## src/rtl/reg_dump_pkg.sv

```systemverilog
// Constants and types shared by the register-dump reader and the register file.
package reg_dump_pkg;

  localparam int DATA_W = 16;
  localparam int IDX_W  = 3;

  typedef enum logic [1:0] {
    IDLE = 2'd0,
    READ = 2'd1,
    SEND = 2'd2,
    DONE = 2'd3
  } dump_state_t;

  typedef struct packed {
    logic [IDX_W-1:0]  idx;
    logic [DATA_W-1:0] data;
  } dump_word_t;

endpackage

```

## src/rtl/reg_dump_if.sv

```systemverilog
// Control, register-file read port and output stream of the register-dump reader.
interface reg_dump_if;
  import reg_dump_pkg::*;

  logic              start;
  logic              abort;
  logic [IDX_W-1:0]  sr_select;
  logic [DATA_W-1:0] sr_data;
  logic [DATA_W-1:0] out_data;
  logic [IDX_W-1:0]  out_idx;
  logic              out_valid;
  logic              out_ready;
  logic              busy;
  logic              done;

  modport master (
    input  start, abort, sr_data, out_ready,
    output sr_select, out_data, out_idx, out_valid, busy, done
  );

  modport slave (
    output start, abort, sr_data, out_ready,
    input  sr_select, out_data, out_idx, out_valid, busy, done
  );

endinterface

```

## src/rtl/reg_dump.sv

```systemverilog
// Walks R0..R(NUM_REGS-1) through one register-file read port and streams
// each captured word out on a valid/ready interface, two cycles per word.
module reg_dump
  import reg_dump_pkg::*;
#(
  parameter int NUM_REGS = 8
) (
  input logic        Clk,
  input logic        Reset,
  reg_dump_if.master dif
);

  localparam logic [1:0] ST_IDLE = IDLE;
  localparam logic [1:0] ST_READ = READ;
  localparam logic [1:0] ST_SEND = SEND;
  localparam logic [1:0] ST_DONE = DONE;

  localparam logic [IDX_W-1:0] LAST_IDX = IDX_W'(NUM_REGS - 1);

  logic [1:0]        state_q,     state_d;
  logic [IDX_W-1:0]  idx_q,       idx_d;
  logic [DATA_W-1:0] out_data_q,  out_data_d;
  logic [IDX_W-1:0]  out_idx_q,   out_idx_d;
  logic              out_valid_q, out_valid_d;
  logic              done_q,      done_d;

  always_comb begin
    state_d     = state_q;
    idx_d       = idx_q;
    out_data_d  = out_data_q;
    out_idx_d   = out_idx_q;
    out_valid_d = out_valid_q;
    done_d      = done_q;

    if (state_q != ST_IDLE && dif.abort) begin
      // out_data/out_idx deliberately keep the last captured word
      state_d     = ST_IDLE;
      idx_d       = '0;
      out_valid_d = 1'b0;
      done_d      = 1'b0;
    end else begin
      case (state_q)
        ST_IDLE: begin
          if (dif.start && !dif.abort) begin
            idx_d   = '0;
            state_d = ST_READ;
          end
        end
        ST_READ: begin
          out_data_d  = dif.sr_data;
          out_idx_d   = idx_q;
          out_valid_d = 1'b1;
          state_d     = ST_SEND;
        end
        ST_SEND: begin
          if (dif.out_ready) begin
            out_valid_d = 1'b0;
            if (idx_q == LAST_IDX) begin
              done_d  = 1'b1;
              state_d = ST_DONE;
            end else begin
              idx_d   = idx_q + 1'b1;
              state_d = ST_READ;
            end
          end
        end
        default: begin
          done_d  = 1'b0;
          idx_d   = '0;
          state_d = ST_IDLE;
        end
      endcase
    end
  end

  always_ff @(posedge Clk or posedge Reset) begin
    if (Reset) begin
      state_q     <= ST_IDLE;
      idx_q       <= '0;
      out_data_q  <= '0;
      out_idx_q   <= '0;
      out_valid_q <= 1'b0;
      done_q      <= 1'b0;
    end else begin
      state_q     <= state_d;
      idx_q       <= idx_d;
      out_data_q  <= out_data_d;
      out_idx_q   <= out_idx_d;
      out_valid_q <= out_valid_d;
      done_q      <= done_d;
    end
  end

  assign dif.sr_select = idx_q;
  assign dif.out_data  = out_data_q;
  assign dif.out_idx   = out_idx_q;
  assign dif.out_valid = out_valid_q;
  assign dif.busy      = (state_q != ST_IDLE);
  assign dif.done      = done_q;

endmodule
```

## src/flat_wrapper.sv

```systemverilog
// flat-port wrapper written by rule: the top's interface ports become plain ports
module reg_dump_flat import reg_dump_pkg::*;
#(
  parameter int NUM_REGS = 8
)
  (Clk, Reset, dif_start, dif_abort, dif_sr_data, dif_out_ready, dif_sr_select, dif_out_data, dif_out_idx, dif_out_valid, dif_busy, dif_done);
  reg_dump_if dif_i ();
  input logic Clk;
  input logic Reset;
  input wire logic [$bits(dif_i.start)-1:0] dif_start;
  input wire logic [$bits(dif_i.abort)-1:0] dif_abort;
  input wire logic [$bits(dif_i.sr_data)-1:0] dif_sr_data;
  input wire logic [$bits(dif_i.out_ready)-1:0] dif_out_ready;
  output wire logic [$bits(dif_i.sr_select)-1:0] dif_sr_select;
  output wire logic [$bits(dif_i.out_data)-1:0] dif_out_data;
  output wire logic [$bits(dif_i.out_idx)-1:0] dif_out_idx;
  output wire logic [$bits(dif_i.out_valid)-1:0] dif_out_valid;
  output wire logic [$bits(dif_i.busy)-1:0] dif_busy;
  output wire logic [$bits(dif_i.done)-1:0] dif_done;
  assign dif_i.start = dif_start;
  assign dif_i.abort = dif_abort;
  assign dif_i.sr_data = dif_sr_data;
  assign dif_i.out_ready = dif_out_ready;
  assign dif_sr_select = dif_i.sr_select;
  assign dif_out_data = dif_i.out_data;
  assign dif_out_idx = dif_i.out_idx;
  assign dif_out_valid = dif_i.out_valid;
  assign dif_busy = dif_i.busy;
  assign dif_done = dif_i.done;
  reg_dump #(.NUM_REGS(NUM_REGS)) u_core (.Clk(Clk), .Reset(Reset), .dif(dif_i));
endmodule
```

## config.mk

```make
export PLATFORM = sky130hd
export DESIGN_NAME = reg_dump_flat
export DESIGN_NICKNAME = d
export VERILOG_FILES = /design/src/rtl/reg_dump_pkg.sv /design/src/rtl/reg_dump_if.sv /design/src/rtl/reg_dump.sv /design/src/flat_wrapper.sv
export SDC_FILE = /design/constraint.sdc
export NUM_CORES = 1
export LEC_CHECK = 0
export ABC_AREA = 1
export ABC_CLOCK_PERIOD_IN_PS = 1300
export BUFFER_PORTS_ARGS = -buffer_cell sky130_fd_sc_hd__buf_2
export CAP_MARGIN = 20
export CORE_ASPECT_RATIO = 0.5
export CORE_UTILIZATION = 44
export DETAILED_ROUTE_END_ITERATION = 6
export PLACE_DENSITY = 0.85
export SLEW_MARGIN = 5
export SYNTH_ARGS = -nofsm -noshare
export SYNTH_HDL_FRONTEND = slang
export SYNTH_SLANG_ARGS = --single-unit
```

## constraint.sdc

```tcl
create_clock -name Clk -period 1.3 [get_ports Clk]
set_input_delay 0.26 -clock Clk [delete_from_list [all_inputs] [get_ports Clk]]
set_output_delay 0.26 -clock Clk [all_outputs]
set_load 0.1 [all_outputs]
```

==> flow_metrics.tcl, run 1 <==
set metrics [dict create \
    grt_usage_pct 27.3 \
    drcViolationCount 0 \
    yosys.area.top_type_share_pct 50.5 \
    synth_edf_count 0 \
    num_rows 13 \
    hold_class "in2async" \
    yosys-top-cells-area "dfrtp_1, nand2_1, nand3_1" \
    syn_nets 178 \
    start_util_pct 48.0 \
    drt-wirelength-per-cell_um 21.5 \
    multi_input_area_um2 782 \
    worst_slack_ns -0.211 \
    status "finished, violations left" \
    ant_nets 0 \
    core_um2 2680 \
    crit_slowest_cell "dfrtp_1" \
    dieArea_um2 3160 \
    vias 1453 \
    clk_latency_ns 0.28 \
    startpoint "u_core.state_q[1]$_DFFE_PP0P_" \
    rrSetupSlack_ns -0.17 \
    cts_tree "yes" \
    maxCapViolations 0 \
    die_height_um 40.3 \
    ios 46 \
    finalInstanceArea_um2 2400 \
    regArea_um2 659 \
    clk_pin_slew_ns 0.10 \
    fmax_ghz 0.662 \
    grt_pass1_wl_um 6110 \
    port_buffers 45 \
    synth_common_cells "nand2_1, dfrtp_1, nand3_1" \
    fin_worst_skew_ns 0.00672 \
    drtIter0Drc 113 \
    placed_area_um2 2040 \
    synth-warning-count 0 \
    clock-sinks 26 \
    first_pass_iters 4 \
    antenna_found_initial 0 \
    fin_nets 243 \
    grt_max_degree 27 \
    clk_path_buf_depth 2 \
    fillers 98 \
    reg2regPathDepth 8 \
    ys_ff_latch 26 \
    path_cells "inv_2 > ha_4 > inv_12 > buf_12" \
    path_max_fanout 2 \
    drt_wl_total_um 5430 \
    final_hold_viol_count 0 \
    htreeDepth 1 \
    setup_viol 29 \
    synthFlopType "dfrtp_1" \
    slew_viol_final 0 \
    dp_hpwl_um 2480 \
    synth.most_common_cell "nand2_1" \
    worst_pin_slew_ns 0.338 \
    fin_crit_ns 1.51 \
    rsz0062_at_grt "true" \
    layout-drive-gt1-share_pct 55.8 \
    crit_path_end_kind "output port" \
    maxSlewHeadroom_pct 77.5 \
    r2r-end "u_core.dif.sr_select[1]$_DFFE_PP0P_" \
    fin_crit_sh_pct 116 \
    regToRegStartpoint "u_core.state_q[1]$_DFFE_PP0P_" \
    root_buffer "clkbuf_8" \
    syn_area_um2 1290 \
    first_global_vias 1213 \
    hold_buffers 0 \
    postSynthCellCount 151 \
    cp-start-kind "register" \
    yosysSeqAreaShare_pct 50.5 \
    synthArstFlopShare_pct 100 \
    grt_overflow_total 0 \
    synth.largest_area_cell "dfrtp_1" \
    antenna_cells 0 \
    fin_setup_tns_ns -2.65 \
    crit_type "reg2out" \
    arrival_ns 1.25 \
    cts_made_buffers 3 \
    die_w_um 78.5 \
    area_delta_synth_final_pct 86.1 \
    violations "negative setup slack" \
    required_ns 1.04 \
    vias_per_cell 5.77 \
    post_synth.cell_area_avg_um2 8.53 \
    synth_cell_types 19 \
    slowest_delay_ns 0.42 \
    gp_congestion 0.886 \
]
## worst max-delay path: cells and delay by family (launching register included)
| family | cells | cell delay (ns) |
|---|---|---|
| adder cells (fa/ha/maj) | 1 | 0.21 |
| buffers and inverters | 3 | 0.34 |
| flip-flops | 1 | 0.42 |
## layout by cell type (no fill, tap or decap), types with 3 or more instances in the layout
master	instances
nand3_1	17
inv_2	4
nand4_1	4
buf_4	13
nand2_4	5
dfrtp_1	23
inv_1	4
nand2_8	3
nand2_2	12
clkbuf_8	3
ha_4	6
buf_12	25
nand3_2	3
buf_6	6
nor2_4	4
nor2_2	3
o21ai_2	3
buf_2	20
nand2_1	47
## metal layers
metal | up-vias | global-route usage [%] | part of all wire, % | routed length, µm
li1 | 609 | - | - | -
met1 | 700 | 32.8 | 37 | 1990
met2 | 104 | 52.8 | 48 | 2630
met3 | 40 | 4.09 | 8.2 | 447
met4 | 0 | 9.72 | 6.7 | 365
met5 | - | 0 | 0 | 0
## metrics by stage
step                hold slack [ns]  cells  setup WS, ns  util, %
floorplan                     0.300    151        -0.167        -
global placement              0.326    238       -0.0563     76.0
detailed placement            0.331    238        -0.147     76.0
CTS                          0.0263    248        -0.129     82.5
global route                 0.0734    252        -0.245     89.4
finish                       0.0514    252        -0.211     89.4
## final cells by class
cell class,count,share of cell area [%]
well taps,37,1.93
flip-flops and latches,26,27.5
multi-input cells,109,32.6
clock buffers,3,1.72
repair buffers,65,32.6
inverters,11,2.45
clock inverters,1,1.25
## repair_timing
action | 4_1_cts | 5_1_grt
endpoints found under the setup margin | 27 | 29
pin swaps | 2 | 16
gates resized for setup | 12 | 40
setup buffers | 6 | 4
gates cloned | 0 | 1
## sequential cells by signal (all words and copies together), names as in the netlist
register	cells
u_core.dif.done	1
u_core.dif.out_data	16
u_core.dif.out_idx	3
u_core.dif.out_valid	1
u_core.dif.sr_select	3
u_core.state_q	2
## kinds of logic after synthesis
family	Yosys count	share of synthesized area [%]
simple gates	98	34.8
flops	26	50.5
buf+inv	17	6.80
fa+ha+maj	6	5.83
compound gates	4	2.14
## how the worst max path moves through the flow
stage	endpoint
floorplan	u_core.dif.sr_select[2]$_DFFE_PP0P_
global placement	u_core.dif.out_idx[0]$_DFFE_PP0P_
detailed placement	u_core.dif.out_data[1]$_DFFE_PP0P_
CTS	dif_busy
global route	u_core.dif.sr_select[1]$_DFFE_PP0P_
finish	dif_busy
Power of run 1 is left out: the tool's default activity adds up to more than one toggle a clock period on the data nets, which glitch-free logic cannot reach.
==> run 2: changes to the inputs <==
==> constraint.sdc (replaced) <==
create_clock -name Clk -period 1.3 [get_ports Clk]
set_input_delay 0.26 -clock Clk [delete_from_list [all_inputs] [get_ports Clk]]
set_output_delay 0.26 -clock Clk [all_outputs]
set_load 0.01 [all_outputs]
==> flow_metrics.tcl, run 2 (same netlist as run 1, synthesis figures left out) <==
set metrics [dict create \
    status "finished, violations left" \
    violations "negative setup slack" \
    vias_per_cell 4.85 \
    fin_worst_skew_ns 0.00687 \
    setup_viol 8 \
    required_ns 1.04 \
    grt_max_degree 27 \
    dieArea_um2 3160 \
    dp.cells 237 \
    drt-wirelength-per-cell_um 12.6 \
    fin_setup_tns_ns -0.313 \
    final_hold_viol_count 0 \
    clk_pin_slew_ns 0.09 \
    clock-sinks 26 \
    fin_cells 247 \
    num_rows 13 \
    layout_commonest_cell "nand2_1" \
    fin_nets 238 \
    rsz0062_at_grt "true" \
    slew_viol_final 0 \
    regArea_um2 651 \
    rrSetupSlack_ns -0.06 \
    die_w_um 78.5 \
    multi_input_area_um2 619 \
    core_um2 2680 \
    grt_pass1_wl_um 4840 \
    first_global_vias 988 \
    path_max_fanout 2 \
    drt_wl_total_um 3120 \
    port_buffers 45 \
    vias 1198 \
    htreeDepth 1 \
    drcViolationCount 0 \
    layout-drive-gt1-share_pct 43.8 \
    start_util_pct 48.0 \
    antenna_found_initial 0 \
    grt_overflow_total 0 \
    layout_common_cells "nand2_1, buf_2, dfrtp_1" \
    leakage_nw 1.01 \
    maxSlewHeadroom_pct 78.0 \
    area_delta_synth_final_pct 39.3 \
    holdWs_ns 0.0438 \
    ant_nets 0 \
    hold_class "in2async" \
    placed_area_um2 1610 \
    die_height_um 40.3 \
    root_buffer "clkbuf_8" \
    fmax_ghz 0.724 \
    cp-start-kind "register" \
    crit_path_end_kind "output port" \
    worst_slack_ns -0.0804 \
    clk_path_buf_depth 2 \
    powerDensity_nw_per_um2 2380 \
    crit_type "reg2out" \
    arrival_ns 1.12 \
    fillers 215 \
    cts_made_buffers 3 \
    worst_pin_slew_ns 0.330 \
    first_pass_iters 4 \
    gp_congestion 0.842 \
    vdd_drop_max_uv 1110 \
    drtIter0Drc 76 \
    pre_cts_ws_ns -0.0619 \
    dp_hpwl_um 2120 \
    fin_crit_ns 1.38 \
    antenna_cells 0 \
    ios 46 \
    grt_usage_pct 21.0 \
    clk_latency_ns 0.28 \
    cts_tree "yes" \
    maxCapViolations 0 \
    finalInstanceArea_um2 1800 \
    largest_register_ffs 16 \
    fin_crit_sh_pct 106 \
]
[run 2: through the flow]
| step | total power, W | util, % |
|---|---|---|
| 2_1_floorplan | 0.00259 | - |
| 4_1_cts | 0.00417 | 65.9 |
| 3_5_place_dp | 0.00325 | 60.0 |
| 6_report | 0.00428 | 66.9 |
| 5_1_grt | 0.00457 | 66.9 |
| 3_3_place_gp | 0.00319 | 60.0 |
[run 2: cell type report]
class	count	area share, %
Sequential cell	26	36.2
Multi-Input combinational cell	108	34.5
Timing Repair Buffer	61	20.3
Tap cell	37	2.58
Inverter	11	2.44
Clock buffer	3	2.30
Clock inverter	1	1.67
[run 2: repair_timing]
action	CTS	global route
pin swaps	6	1
hold buffers	0	0
resized for setup	11	6
setup buffers	5	1
setup endpoints to repair	27	11
[run 2: worst max-delay path: stages, from the launching register on]
cell and delay, ns:
dfrtp_1 0.42, inv_2 0.10, ha_4 0.16, inv_4 0.05
buf_6 0.12
[run 2: worst paths after layout]
check | start | cells after the start | to
setup / recovery | u_core.state_q[1]$_DFFE_PP0P_ | 4 | dif_busy
hold / removal | Reset | 3 | u_core.dif.done$_DFFE_PP0P_
setup reg to reg | u_core.state_q[1]$_DFFE_PP0P_ | 8 | u_core.dif.sr_select[0]$_DFFE_PP0P_
hold reg to reg | u_core.dif.out_data[12]$_DFFE_PP0P_ | 2 | u_core.dif.out_data[12]$_DFFE_PP0P_
max in group asynchronous | Reset | 3 | u_core.dif.out_data[6]$_DFFE_PP0P_
min in group Clk | dif_sr_data[13] | 3 | u_core.dif.out_data[13]$_DFFE_PP0P_
[run 2: power by group]
part           total, W  switching, W  internal [W]
Clock          0.000673      0.000260      0.000412
Sequential      0.00130      0.000171       0.00113
Combinational   0.00230       0.00131      0.000990
[run 2: layer usage]
layer / vias up / global-route usage [%] / part of all wire (%)
li1: 597 / - / -
met1: 563 / 27.3 / 44
met2: 32 / 36.5 / 51
met3: 6 / 4.09 / 4.3
met4: 0 / 7.87 / 1.1
met5: - / 0 / 0
Note: power is estimated with default switching activity, not from simulation.
